[src/rtl/uart_pkg.sv]
// Shared types, defaults and the round-robin pick function for the UART TX scheduler.
package uart_pkg;

  typedef enum logic [1:0] {
    IDLE,
    LOAD,
    SEND
  } sched_state_t;

  localparam int DEFAULT_MAX_BURST   = 16;
  localparam int DEFAULT_TIMEOUT_CYC = 20000;
  localparam int MAX_REQ             = 8;

  // First requester with req high, scanning last_owner+1 .. last_owner+n (mod n).
  // Descending scan so the nearest candidate is the one left in pick.
  function automatic logic [2:0] rr_pick(input logic [MAX_REQ-1:0] req,
                                         input logic [2:0]         last_owner,
                                         input int                 n);
    logic [2:0] pick;
    int         idx;
    pick = last_owner;
    for (int k = MAX_REQ; k >= 1; k--) begin
      if (k <= n) begin
        idx = (int'(last_owner) + k) % n;
        if (req[idx[2:0]]) pick = idx[2:0];
      end
    end
    return pick;
  endfunction

endpackage

[src/rtl/rr_arbiter.sv]
// Combinational round-robin select; the last_owner register lives in the parent.
module rr_arbiter
  import uart_pkg::*;
#(
  parameter int N = 4
) (
  input  logic [N-1:0] req,
  input  logic [2:0]   last_owner,
  output logic         valid,
  output logic [2:0]   pick
);

  logic [MAX_REQ-1:0] req_ext;

  // NOTE: every always_comb output gets a default first, so no path can infer a latch.
  always_comb begin
    req_ext        = '0;
    req_ext[N-1:0] = req;
    valid          = |req;
    pick           = rr_pick(req_ext, last_owner, N);
  end

endmodule

[src/rtl/uart_tx_scheduler.sv]
// Round-robin scheduler sharing one UART transmitter among N byte-stream requesters,
// holding a grant across a packet up to MAX_BURST bytes, with a per-byte timeout.
module uart_tx_scheduler
  import uart_pkg::*;
#(
  parameter int N           = 4,
  parameter int MAX_BURST   = DEFAULT_MAX_BURST,
  parameter int TIMEOUT_CYC = DEFAULT_TIMEOUT_CYC
) (
  input  logic           clk,
  input  logic           rst,
  input  logic [N-1:0]   req,
  input  logic [8*N-1:0] req_data,
  input  logic [N-1:0]   req_last,
  output logic [N-1:0]   ack,
  output logic [N-1:0]   grant,
  output logic [2:0]     grant_id,
  output logic           tx_start,
  output logic [7:0]     tx_data,
  input  logic           tx_busy,
  input  logic           tx_done,
  output logic           timeout_err
);

  localparam logic [7:0]  BURST_LIMIT   = 8'(MAX_BURST);
  localparam logic [31:0] TIMEOUT_LIMIT = 32'(TIMEOUT_CYC);

  sched_state_t state_q, state_d;
  logic [2:0]   owner_q, owner_d;
  logic [2:0]   last_owner_q, last_owner_d;
  logic [7:0]   burst_q, burst_d;
  logic         last_flag_q, last_flag_d;
  logic [31:0]  tmo_q, tmo_d, tmo_inc;
  logic [N-1:0] grant_d, ack_d;
  logic [7:0]   tx_data_d;
  logic         tx_start_d, timeout_err_d, release_grant;
  logic         arb_valid;
  logic [2:0]   arb_pick;
  logic         owner_req, owner_last;
  logic [7:0]   owner_byte;

  function automatic logic [N-1:0] onehot(input logic [2:0] idx);
    onehot = '0;
    for (int i = 0; i < N; i++) if (idx == 3'(i)) onehot[i] = 1'b1;
  endfunction

  rr_arbiter #(.N(N)) u_arb (
    .req       (req),
    .last_owner(last_owner_q),
    .valid     (arb_valid),
    .pick      (arb_pick)
  );

  assign grant_id = owner_q;

  // Current owner's request lines, selected without out-of-range indexing.
  always_comb begin
    owner_req  = 1'b0;
    owner_last = 1'b0;
    owner_byte = '0;
    for (int i = 0; i < N; i++) begin
      if (owner_q == 3'(i)) begin
        owner_req  = req[i];
        owner_last = req_last[i];
        owner_byte = req_data[8*i +: 8];
      end
    end
  end

  always_comb begin
    state_d       = state_q;
    owner_d       = owner_q;
    last_owner_d  = last_owner_q;
    burst_d       = burst_q;
    last_flag_d   = last_flag_q;
    tmo_d         = tmo_q;
    grant_d       = grant;
    tx_data_d     = tx_data;
    tx_start_d    = 1'b0;
    ack_d         = '0;
    timeout_err_d = 1'b0;
    release_grant = 1'b0;
    tmo_inc       = (tmo_q == '1) ? tmo_q : tmo_q + 32'd1;

    case (state_q)
      IDLE: begin
        if (arb_valid) begin
          owner_d = arb_pick;
          grant_d = onehot(arb_pick);
          burst_d = '0;
          state_d = LOAD;
        end
      end
      LOAD: begin
        if (!owner_req) begin
          release_grant = 1'b1;
        end else if (!tx_busy) begin
          tx_start_d  = 1'b1;
          tx_data_d   = owner_byte;
          ack_d       = onehot(owner_q);
          last_flag_d = owner_last;
          burst_d     = burst_q + 8'd1;
          tmo_d       = '0;
          state_d     = SEND;
        end
      end
      SEND: begin
        tmo_d = tmo_inc;
        // tx_done wins over a timeout terminal count in the same cycle.
        if (tx_done) begin
          if (last_flag_q || burst_q == BURST_LIMIT || !owner_req) release_grant = 1'b1;
          else state_d = LOAD;
        end else if (tmo_inc >= TIMEOUT_LIMIT) begin
          timeout_err_d = 1'b1;
          release_grant = 1'b1;
        end
      end
      default: state_d = IDLE;
    endcase

    if (release_grant) begin
      grant_d      = '0;
      last_owner_d = owner_q;
      state_d      = IDLE;
    end
  end

  // NOTE: sequential state uses non-blocking assignments so every register samples pre-edge values.
  always_ff @(posedge clk) begin
    if (rst) begin
      state_q      <= IDLE;
      owner_q      <= '0;
      last_owner_q <= 3'(N - 1);
      burst_q      <= '0;
      last_flag_q  <= 1'b0;
      tmo_q        <= '0;
      grant        <= '0;
      ack          <= '0;
      tx_start     <= 1'b0;
      tx_data      <= 8'h00;
      timeout_err  <= 1'b0;
    end else begin
      state_q      <= state_d;
      owner_q      <= owner_d;
      last_owner_q <= last_owner_d;
      burst_q      <= burst_d;
      last_flag_q  <= last_flag_d;
      tmo_q        <= tmo_d;
      grant        <= grant_d;
      ack          <= ack_d;
      tx_start     <= tx_start_d;
      tx_data      <= tx_data_d;
      timeout_err  <= timeout_err_d;
    end
  end

endmodule

[config.mk]
export PLATFORM = sky130hd
export DESIGN_NAME = uart_tx_scheduler
export DESIGN_NICKNAME = d
export VERILOG_FILES = /design/src/rtl/uart_pkg.sv /design/src/rtl/rr_arbiter.sv /design/src/rtl/uart_tx_scheduler.sv
export SDC_FILE = /design/constraint.sdc
export NUM_CORES = 1
export LEC_CHECK = 0
export BUFFER_PORTS_ARGS = -buffer_cell sky130_fd_sc_hd__buf_2
export CAP_MARGIN = 20
export CORE_MARGIN = 10
export CORE_UTILIZATION = 57
export DETAILED_ROUTE_END_ITERATION = 12
export PLACE_DENSITY_LB_ADDON = 0.08
export SLEW_MARGIN = 20
export SYNTH_ARGS = -nofsm -noshare
export SYNTH_HDL_FRONTEND = slang
export SYNTH_SLANG_ARGS = --single-unit
[constraint.sdc]
create_clock -name clk -period 2.94 [get_ports clk]
set_input_delay 0.294 -clock clk [delete_from_list [all_inputs] [get_ports clk]]
set_output_delay 0.294 -clock clk [all_outputs]
set_load 0.01 [all_outputs]
==> results of run 1 <==
## kinds of logic after synthesis
family	count (synthesis)	synth area share [%]
AND/OR/NAND/NOR	234	31.3
AO/OA/AOI/OAI	67	11.3
flip-flops	66	32.8
buffers and inverters	47	5.28
XOR/XNOR	45	9.78
multiplexers	17	7.32
adder cells (fa/ha/maj)	7	2.17
## cell usage after synthesis (all sizes together) (2+ instances only)
library cell / number / share of area, %
a211oi: 5 / 0.93
a2111oi: 2 / 0.90
or3: 3 / 0.50
a31oi: 7 / 1.2
xnor2: 20 / 4.3
o31ai: 2 / 0.37
nand3: 21 / 2.6
nand4: 24 / 4.2
a31o: 4 / 0.87
inv: 13 / 1.2
dfxtp: 66 / 33
a22oi: 3 / 0.56
nor3b: 12 / 2.2
clkbuf: 19 / 1.9
buf: 15 / 2.2
xor2: 25 / 5.4
nor2: 77 / 7.2
nor4b: 5 / 1.5
mux4: 10 / 5.6
nand2: 35 / 3.3
o21ai: 10 / 1.2
or2: 3 / 0.47
and2: 2 / 0.31
a21oi: 22 / 2.7
o22ai: 3 / 0.47
o211ai: 2 / 0.62
o21a: 2 / 0.37
and3: 7 / 1.1
nor3: 17 / 2.1
and4: 11 / 2.5
nor2b: 3 / 0.47
nor4: 8 / 1.6
mux2i: 7 / 1.7
nand2b: 2 / 0.31
ha: 7 / 2.2
## registers in the layout (all words and copies together) (netlist names)
signal	cells
timeout_err	1
grant	4
last_flag_q	1
grant_id	3
burst_q	8
tx_data	8
tmo_q	32
state_q	2
ack	4
last_owner_q	2
tx_start	1
## through the flow
stage | setup TNS (ps) | util [%] | instances | instance area (sq um) | setup WS [ps]
CTS | 0 | 70.8 | 668 | 4840 | 57.5
global route | 0 | 71.2 | 669 | 4860 | 1.87
floorplan | 0 | - | 483 | 4030 | 230
finish | 0 | 71.2 | 669 | 4860 | 103
global placement | 0 | 67.8 | 652 | 4630 | 57.2
detailed placement | -528 | 67.8 | 652 | 4630 | -75.1
## layout make-up
| cell class | count | area (sq um) |
|---|---|---|
| clock inverter | 7 | 75.1 |
| sequential | 66 | 1320 |
| clock buffer | 9 | 124 |
| tap | 96 | 120 |
| timing repair buffer | 108 | 651 |
| inverter | 13 | 48.8 |
| fill | 542 | 1970 |
| multi-input combinational | 370 | 2520 |
## layer usage
metal	wire, um	vias to the layer above	GRT usage [%]
li1	-	1902	-
met1	4690	1736	24.0
met2	4770	110	30.0
met3	593	12	3.78
met4	82	0	4.67
met5	0	-	0
## final timing paths
check | start | to | slack [ps] | cells after the start
worst max-delay path | tmo_q[1] | last_owner_q[0] | 100 | 11
worst min-delay path | tx_done | timeout_err | 150 | 2
worst max register to register | tmo_q[1] | last_owner_q[0] | 100 | 11
worst min register to register | tx_data[3] | tx_data[3] | 480 | 2
## worst max-delay path: stages, from the launching register on
cell	delay (ps)
dfxtp_1	400
ha_1	200
nand3_1	100
buf_4	140
nor2_1	300
nand3_1	230
nand4_1	190
xnor2_1	130
or4b_4	540
a31oi_2	190
or2_4	220
o211ai_2	80
## report_power, final
group          switching (uW)  internal (uW)  leakage (uW)
clock network             373            399      0.000104
registers                45.0            956      0.000534
logic                     408            314       0.00127
## timing repair
action / in CTS / in global routing
gates resized for setup: 1 / 7
endpoints found under the hold margin: 0 / 0
gates cloned: 0 / 0
hold buffers: 0 / 0
endpoints found under the setup margin: 8 / 8
==> results.py, run 1 <==
metrics = {
    "timing": {
        "max_freq_mhz": 353,
        "maxSlewHeadroom_pct": 41.9,
        "period_share_pct": 96.5,
        "slew_viol_final": 0,
        "skew_ps": 11.9,
        "fin_hold_ws_ps": 154,
        "setup_viol": 0,
        "rsz0062_at_grt": "no",
        "tightest_slew_ps": 864,
        "finalHoldViolations": 0,
        "period_needed_ps": 2840,
    },
    "yosys": {
        "ys_seq_area_share_pct": 32.8,
        "synth-async-reset-ratio_pct": 0,
        "ys.flop_type": "dfxtp_1",
        "synthCells": 483,
        "yosys_register_bits": 66,
        "yosysWarnings": 0,
        "synth-edff-count": 0,
        "syn_area_sq_mm": 0.00403,
        "avgSynthCellArea_sq_um": 8.35,
        "syn_nets": 534,
        "yosysUniqueCellTypes": 60,
    },
    "cts": {
        "clkSinkCount": 66,
        "cts_buffers": 9,
        "clk_pin_slew_worst_paths_ps": 80,
        "cts_setup_buffers": 0,
        "cts_htree_levels": 3,
        "cts_root_buf": "clkbuf_8",
        "cts_tree": "yes",
        "clk_path_buf_depth": 2,
        "insertion_delay_ps": 340,
    },
    "die": {
        "dieArea_sq_mm": 0.0108,
        "rows": 30,
        "pin_count": 65,
        "start_util_pct": 59.0,
        "die_h_um": 104,
        "core_sq_mm": 0.00683,
        "die_x_um": 104,
    },
    "min_path": {
        "hold_class": "primary input to register",
    },
    "detailed_routing": {
        "drt_pass1_iterations": 5,
        "drc": 0,
        "drt_iter0_drc": 271,
        "ant_nets": 0,
        "dr_total_vias": 3760,
        "wirelength_um": 10100,
        "routedWlPerCell_um": 15.1,
        "vias_per_cell": 5.62,
    },
    "pwr": {
        "p_leak_uw": 0.00191,
        "fin_total_pwr_uw": 2490,
        "power.density_mw_per_mm2": 513,
        "ir_drop_v": 0.000379,
    },
    "finish": {
        "drive_gt1_share_pct": 28.1,
        "final_cell_mix": "nor2_1 (76), dfxtp_1 (65), buf_2 (64), buf_4 (44), nand2_1 (35)",
        "n_antenna_cell": 0,
        "layout_commonest_cell": "nor2_1",
        "nets": 619,
        "area_growth_pct": 20.6,
    },
    "setup_path": {
        "critPathArrivalTime_ps": 3060,
        "crit_type": "register to register",
        "critPathMaxFanout": 8,
        "required_ps": 3160,
        "cp-start-kind": "register",
        "setup.worst_path.end_class": "register",
    },
    "global_route": {
        "grt_overflow_total": 0,
        "grt_pass1_vias": 3576,
        "grt_pass1_wl_um": 17100,
        "antenna_found_initial": 0,
        "grt_max_degree": 32,
        "grt_usage_pct": 18.4,
    },
    "outcome": {
        "status": "finished clean",
    },
    "placed_design": {
        "globalplace.congestion": 0.908,
        "hpwl_um": 7670,
        "port_buffers": 64,
    },
    "job": {
        "cap_violations": 0,
    },
}
No activity file was read; power rests on OpenSTA's default activity.
==> run 2, diff against run 1 <==
==> constraint.sdc (replaced) <==
create_clock -name clk -period 2.94 [get_ports clk]
set_input_delay 0.147 -clock clk [delete_from_list [all_inputs] [get_ports clk]]
set_output_delay 0.147 -clock clk [all_outputs]
set_load 0.01 [all_outputs]
==> results.py, run 2 (synthesis gave the netlist of run 1 again) <==
metrics = {
    "outcome": {
        "status": "finished clean",
    },
    "pwr": {
        "fin_total_pwr_uw": 2590,
        "ir_drop_v": 0.000468,
        "power.density_mw_per_mm2": 526,
        "p_leak_uw": 0.00195,
    },
    "global_route": {
        "grt_max_degree": 32,
        "grt_overflow_total": 0,
        "grt_pass1_wl_um": 18200,
        "grt_pass1_vias": 3746,
        "antenna_found_initial": 0,
        "grt_usage_pct": 19.6,
    },
    "die": {
        "start_util_pct": 59.0,
        "rows": 30,
        "pin_count": 65,
        "dieArea_sq_mm": 0.0108,
        "die_x_um": 104,
        "die_h_um": 104,
        "core_sq_mm": 0.00683,
    },
    "placed_design": {
        "globalplace.congestion": 0.888,
        "hpwl_um": 7770,
        "place_area_sq_mm": 0.00463,
        "port_buffers": 64,
    },
    "cts": {
        "cts_htree_levels": 3,
        "cts_root_buf": "clkbuf_8",
        "cts_buffers": 9,
        "clk_pin_slew_worst_paths_ps": 80,
        "cts_tree": "yes",
        "clk_path_buf_depth": 2,
        "clkSinkCount": 66,
        "insertion_delay_ps": 350,
    },
    "timing": {
        "slew_viol_final": 0,
        "period_share_pct": 95.7,
        "skew_ps": 7.08,
        "finalHoldViolations": 0,
        "period_needed_ps": 2810,
        "maxSlewHeadroom_pct": 38.2,
        "setup_viol": 0,
        "max_freq_mhz": 355,
        "tightest_slew_ps": 921,
    },
    "finish": {
        "reg_top3": "tmo_q: 32 flops, burst_q: 8 flops, tx_data: 8 flops",
        "nets": 619,
        "n_antenna_cell": 0,
        "fill_cells": 558,
        "area_growth_pct": 22.1,
        "layout_commonest_cell": "nor2_1",
        "drive_gt1_share_pct": 29.0,
        "design_area_sq_mm": 0.00492,
        "top_register": "tmo_q",
        "largest_reg_flops": 32,
        "final_cell_mix": "nor2_1 (75), buf_2 (64), dfxtp_1 (63), buf_4 (43), nand2_1 (33)",
    },
    "setup_path": {
        "critPathBufInv": 0,
        "r2r_start": "tmo_q[1]",
        "slowest_stage": "dfxtp_1",
        "critPathMaxFanout": 9,
        "r2r_end": "grant[0]",
        "slowest_delay_ps": 380,
        "cp-start-kind": "register",
        "crit_chain": "ha_1 -> nand3_1 -> or2_4 -> nor4_4 -> mux2i_1 -> nand4_1 -> nor4b_4 -> a31oi_2 -> or2_4 -> nor3_1",
        "critPathArrivalTime_ps": 3080,
        "crit_family": "simple AND/OR/NAND/NOR gates",
        "cp_common_cell": "or2_4",
        "required_ps": 3210,
        "reg2regPathDepth": 10,
        "setup.worst_path.end_class": "register",
        "crit_type": "register to register",
        "reg2reg_setup_slack_ps": 130,
    },
    "detailed_routing": {
        "vias_per_cell": 5.79,
        "routedWlPerCell_um": 16.0,
        "dr_total_vias": 3871,
        "drt_pass1_iterations": 5,
        "wirelength_um": 10700,
        "drt_iter0_drc": 241,
        "ant_nets": 0,
        "drc": 0,
    },
    "min_path": {
        "holdPathStages": 2,
        "holdCritStartpoint": "rst",
        "holdPathEnd": "tx_data[4]",
        "hold_class": "primary input to register",
    },
    "job": {
        "cap_violations": 0,
    },
}
[run 2: per-layer routing]
layer | up-vias | GRT usage (%) | share of wire (%)
li1 | 1901 | - | -
met1 | 1819 | 25.2 | 45
met2 | 133 | 31.7 | 48
met3 | 18 | 4.03 | 5.6
met4 | 0 | 7.06 | 1.7
met5 | - | 0 | 0
[run 2: per-stage QoR]
| stage | hold WS [ps] | cells | util (%) | setup WS, ps | setup TNS [ps] |
|---|---|---|---|---|---|
| after CTS | 228 | 668 | 71.4 | 23.6 | 0 |
| after global routing | 263 | 669 | 72.1 | -15.8 | -31.3 |
| after global placement | 352 | 651 | 67.7 | 93.2 | 0 |
| final | 236 | 669 | 72.1 | 126 | 0 |
| after detailed placement | 356 | 651 | 67.7 | -33.9 | -169 |
| after floorplan | 223 | 483 | - | 230 | 0 |
[run 2: area by class of cell]
class / instances / area (sq um) / share of cell area, %
Multi-Input combinational cell: 370 / 2550 / 51.8
Clock inverter: 6 / 90.1 / 1.83
Inverter: 13 / 48.8 / 0.991
Sequential cell: 66 / 1330 / 26.9
Timing Repair Buffer: 108 / 653 / 13.3
Clock buffer: 10 / 138 / 2.80
Tap cell: 96 / 120 / 2.44
[run 2: worst max path at each step]
| stage | start | end | cells after the start |
|---|---|---|---|
| CTS | tmo_q[1] | grant[0] | 10 |
| floorplan | tmo_q[0] | last_owner_q[0] | 12 |
| global route | tmo_q[1] | state_q[1] | 10 |
| detailed placement | tmo_q[1] | grant[0] | 10 |
| finish | tmo_q[1] | grant[0] | 10 |
| global placement | tmo_q[1] | last_owner_q[1] | 10 |
[run 2: report_power, final]
part | total, uW | switching (uW) | internal [uW] | leakage, uW
Sequential | 999 | 43.2 | 956 | 0.000535
Combinational | 718 | 411 | 307 | 0.00130
Clock | 870 | 368 | 502 | 0.000112
Total | 2590 | 823 | 1760 | 0.00195
[run 2: what timing repair did]
item	4_1_cts	5_1_grt
setup endpoints to repair	8	8
hold buffers	1	0
hold endpoints to repair	1	0
resized for setup	4	11
pin swaps	0	3
buffers inserted	0	1
==> run 3, diff against run 2 <==
--- a/config.mk
+++ b/config.mk
@@ -8,7 +8,7 @@
 export BUFFER_PORTS_ARGS = -buffer_cell sky130_fd_sc_hd__buf_2
 export CAP_MARGIN = 20
 export CORE_MARGIN = 10
-export CORE_UTILIZATION = 57
+export CORE_UTILIZATION = 40
 export DETAILED_ROUTE_END_ITERATION = 12
 export PLACE_DENSITY_LB_ADDON = 0.08
 export SLEW_MARGIN = 20
==> results.py, run 3 (synthesis gave the netlist of run 1 again) <==
metrics = {
    "cts": {
        "clk_pin_slew_worst_paths_ps": 70,
        "cts_buffers": 9,
        "clkSinkCount": 66,
        "insertion_delay_ps": 360,
        "cts_htree_levels": 3,
        "clk_path_buf_depth": 2,
        "cts_root_buf": "clkbuf_8",
        "cts_tree": "yes",
    },
    "finish": {
        "area_growth_pct": 24.1,
        "multi_input_area_sq_mm": 0.00258,
        "layout_commonest_cell": "nor2_1",
        "n_antenna_cell": 0,
        "nets": 621,
        "regArea_sq_mm": 0.00133,
        "largest_reg_flops": 32,
        "final_cell_mix": "nor2_1 (75), buf_2 (64), dfxtp_1 (58), buf_4 (44), nand2_1 (34)",
        "post-route-util_pct": 51.2,
        "top_register": "tmo_q",
        "drive_gt1_share_pct": 31.2,
        "fill_cells": 918,
        "reg_top3": "tmo_q: 32 flops, burst_q: 8 flops, tx_data: 8 flops",
    },
    "global_route": {
        "grt_max_degree": 32,
        "grt_pass1_wl_um": 18200,
        "grt_pass1_vias": 3702,
        "antenna_found_initial": 0,
        "grt_usage_pct": 15.1,
        "grt_overflow_total": 0,
    },
    "die": {
        "start_util_pct": 41.2,
        "core_sq_mm": 0.00977,
        "dieArea_sq_mm": 0.0145,
        "die_x_um": 120,
        "pin_count": 65,
        "rows": 36,
        "die_h_um": 120,
    },
    "setup_path": {
        "reg2reg_setup_slack_ps": 210,
        "required_ps": 3170,
        "slowest_delay_ps": 510,
        "setup.worst_path.end_class": "register",
        "critPathArrivalTime_ps": 2960,
        "crit_chain": "and4_4 -> nand4_1 -> nor4_4 -> o21ai_1 -> a211oi_1 -> or4b_4 -> a31oi_2 -> or2_4 -> nor3_1",
        "cp-start-kind": "register",
        "crit_type": "register to register",
        "slowest_stage": "or4b_4",
        "critPathMaxFanout": 8,
    },
    "detailed_routing": {
        "drt_pass1_iterations": 4,
        "drc": 0,
        "routedWlPerCell_um": 15.5,
        "vias_per_cell": 5.32,
        "ant_nets": 0,
        "drt_iter0_drc": 187,
        "dr_total_vias": 3759,
        "wirelength_um": 10900,
    },
    "timing": {
        "period_share_pct": 92.9,
        "fin_hold_ws_ps": 154,
        "setup_viol": 0,
        "slew_viol_final": 0,
        "period_needed_ps": 2730,
        "maxSlewHeadroom_pct": 55.5,
        "finalHoldViolations": 0,
        "rsz0062_at_grt": "no",
        "skew_ps": 8.32,
        "max_freq_mhz": 366,
        "fin_ws_ps": 209,
        "tightest_slew_ps": 660,
    },
    "pwr": {
        "ir_drop_v": 0.000291,
        "fin_total_pwr_uw": 2530,
        "power.density_mw_per_mm2": 505,
        "p_leak_uw": 0.00193,
    },
    "placed_design": {
        "dp_slack_ps": -7.77,
        "port_buffers": 64,
        "hpwl_um": 8180,
        "globalplace.congestion": 0.875,
    },
    "outcome": {
        "status": "finished clean",
    },
    "min_path": {
        "hold_class": "primary input to register",
    },
    "job": {
        "cap_violations": 0,
    },
}
==> run 3: final cells by class <==
cell class	instances	area share [%]
Multi-Input combinational cell	370	51.6
Sequential cell	66	26.6
Timing Repair Buffer	110	13.4
Tap cell	133	3.33
Clock buffer	11	3.03
Clock inverter	4	1.03
Inverter	13	0.975
==> run 3: power by group <==
| group | total [uW] | internal, uW | switching, uW |
|---|---|---|---|
| Combinational | 718 | 304 | 414 |
| Clock | 809 | 433 | 375 |
| Sequential | 1000 | 956 | 44.6 |
| Total | 2530 | 1690 | 834 |
==> run 3: critical path, delay by kind of cell, from the launching register on <==
kind / cells / cell delay, ps
simple gates: 6 / 1660
compound gates: 3 / 570
flops: 1 / 380
==> run 3: timing repair <==
action	4_1_cts	5_1_grt
hold buffers	1	0
endpoints found under the hold margin	1	0
gates resized for setup	2	31
setup endpoints to repair	8	8
buffers inserted	0	1
pin swaps	0	2
==> run 3: path summary, 6_finish.rpt <==
check / from / end / cells after the start
max reg2reg: tmo_q[21] / state_q[1] / 9
min reg2reg: tx_data[2] / tx_data[2] / 2
min: tx_busy / burst_q[0] / 4
max: tmo_q[21] / state_q[1] / 9
==> run 3: metrics by stage <==
| stage | TNS [ps] | cell area (sq um) | std cells |
|---|---|---|---|
| after floorplan | 0 | 4030 | 483 |
| final | 0 | 5000 | 707 |
| after CTS | 0 | 4900 | 706 |
| after detailed placement | -13.7 | 4690 | 690 |
| after global placement | 0 | 4690 | 690 |
| after global routing | 0 | 5000 | 707 |
==> run 3: layer usage <==
metal	track usage, %	vias up	wire length [um]
met5	0	-	0
met4	5.13	0	138
met3	3.86	12	473
met2	24.4	63	5150
met1	19.1	1779	5160
li1	-	1905	-
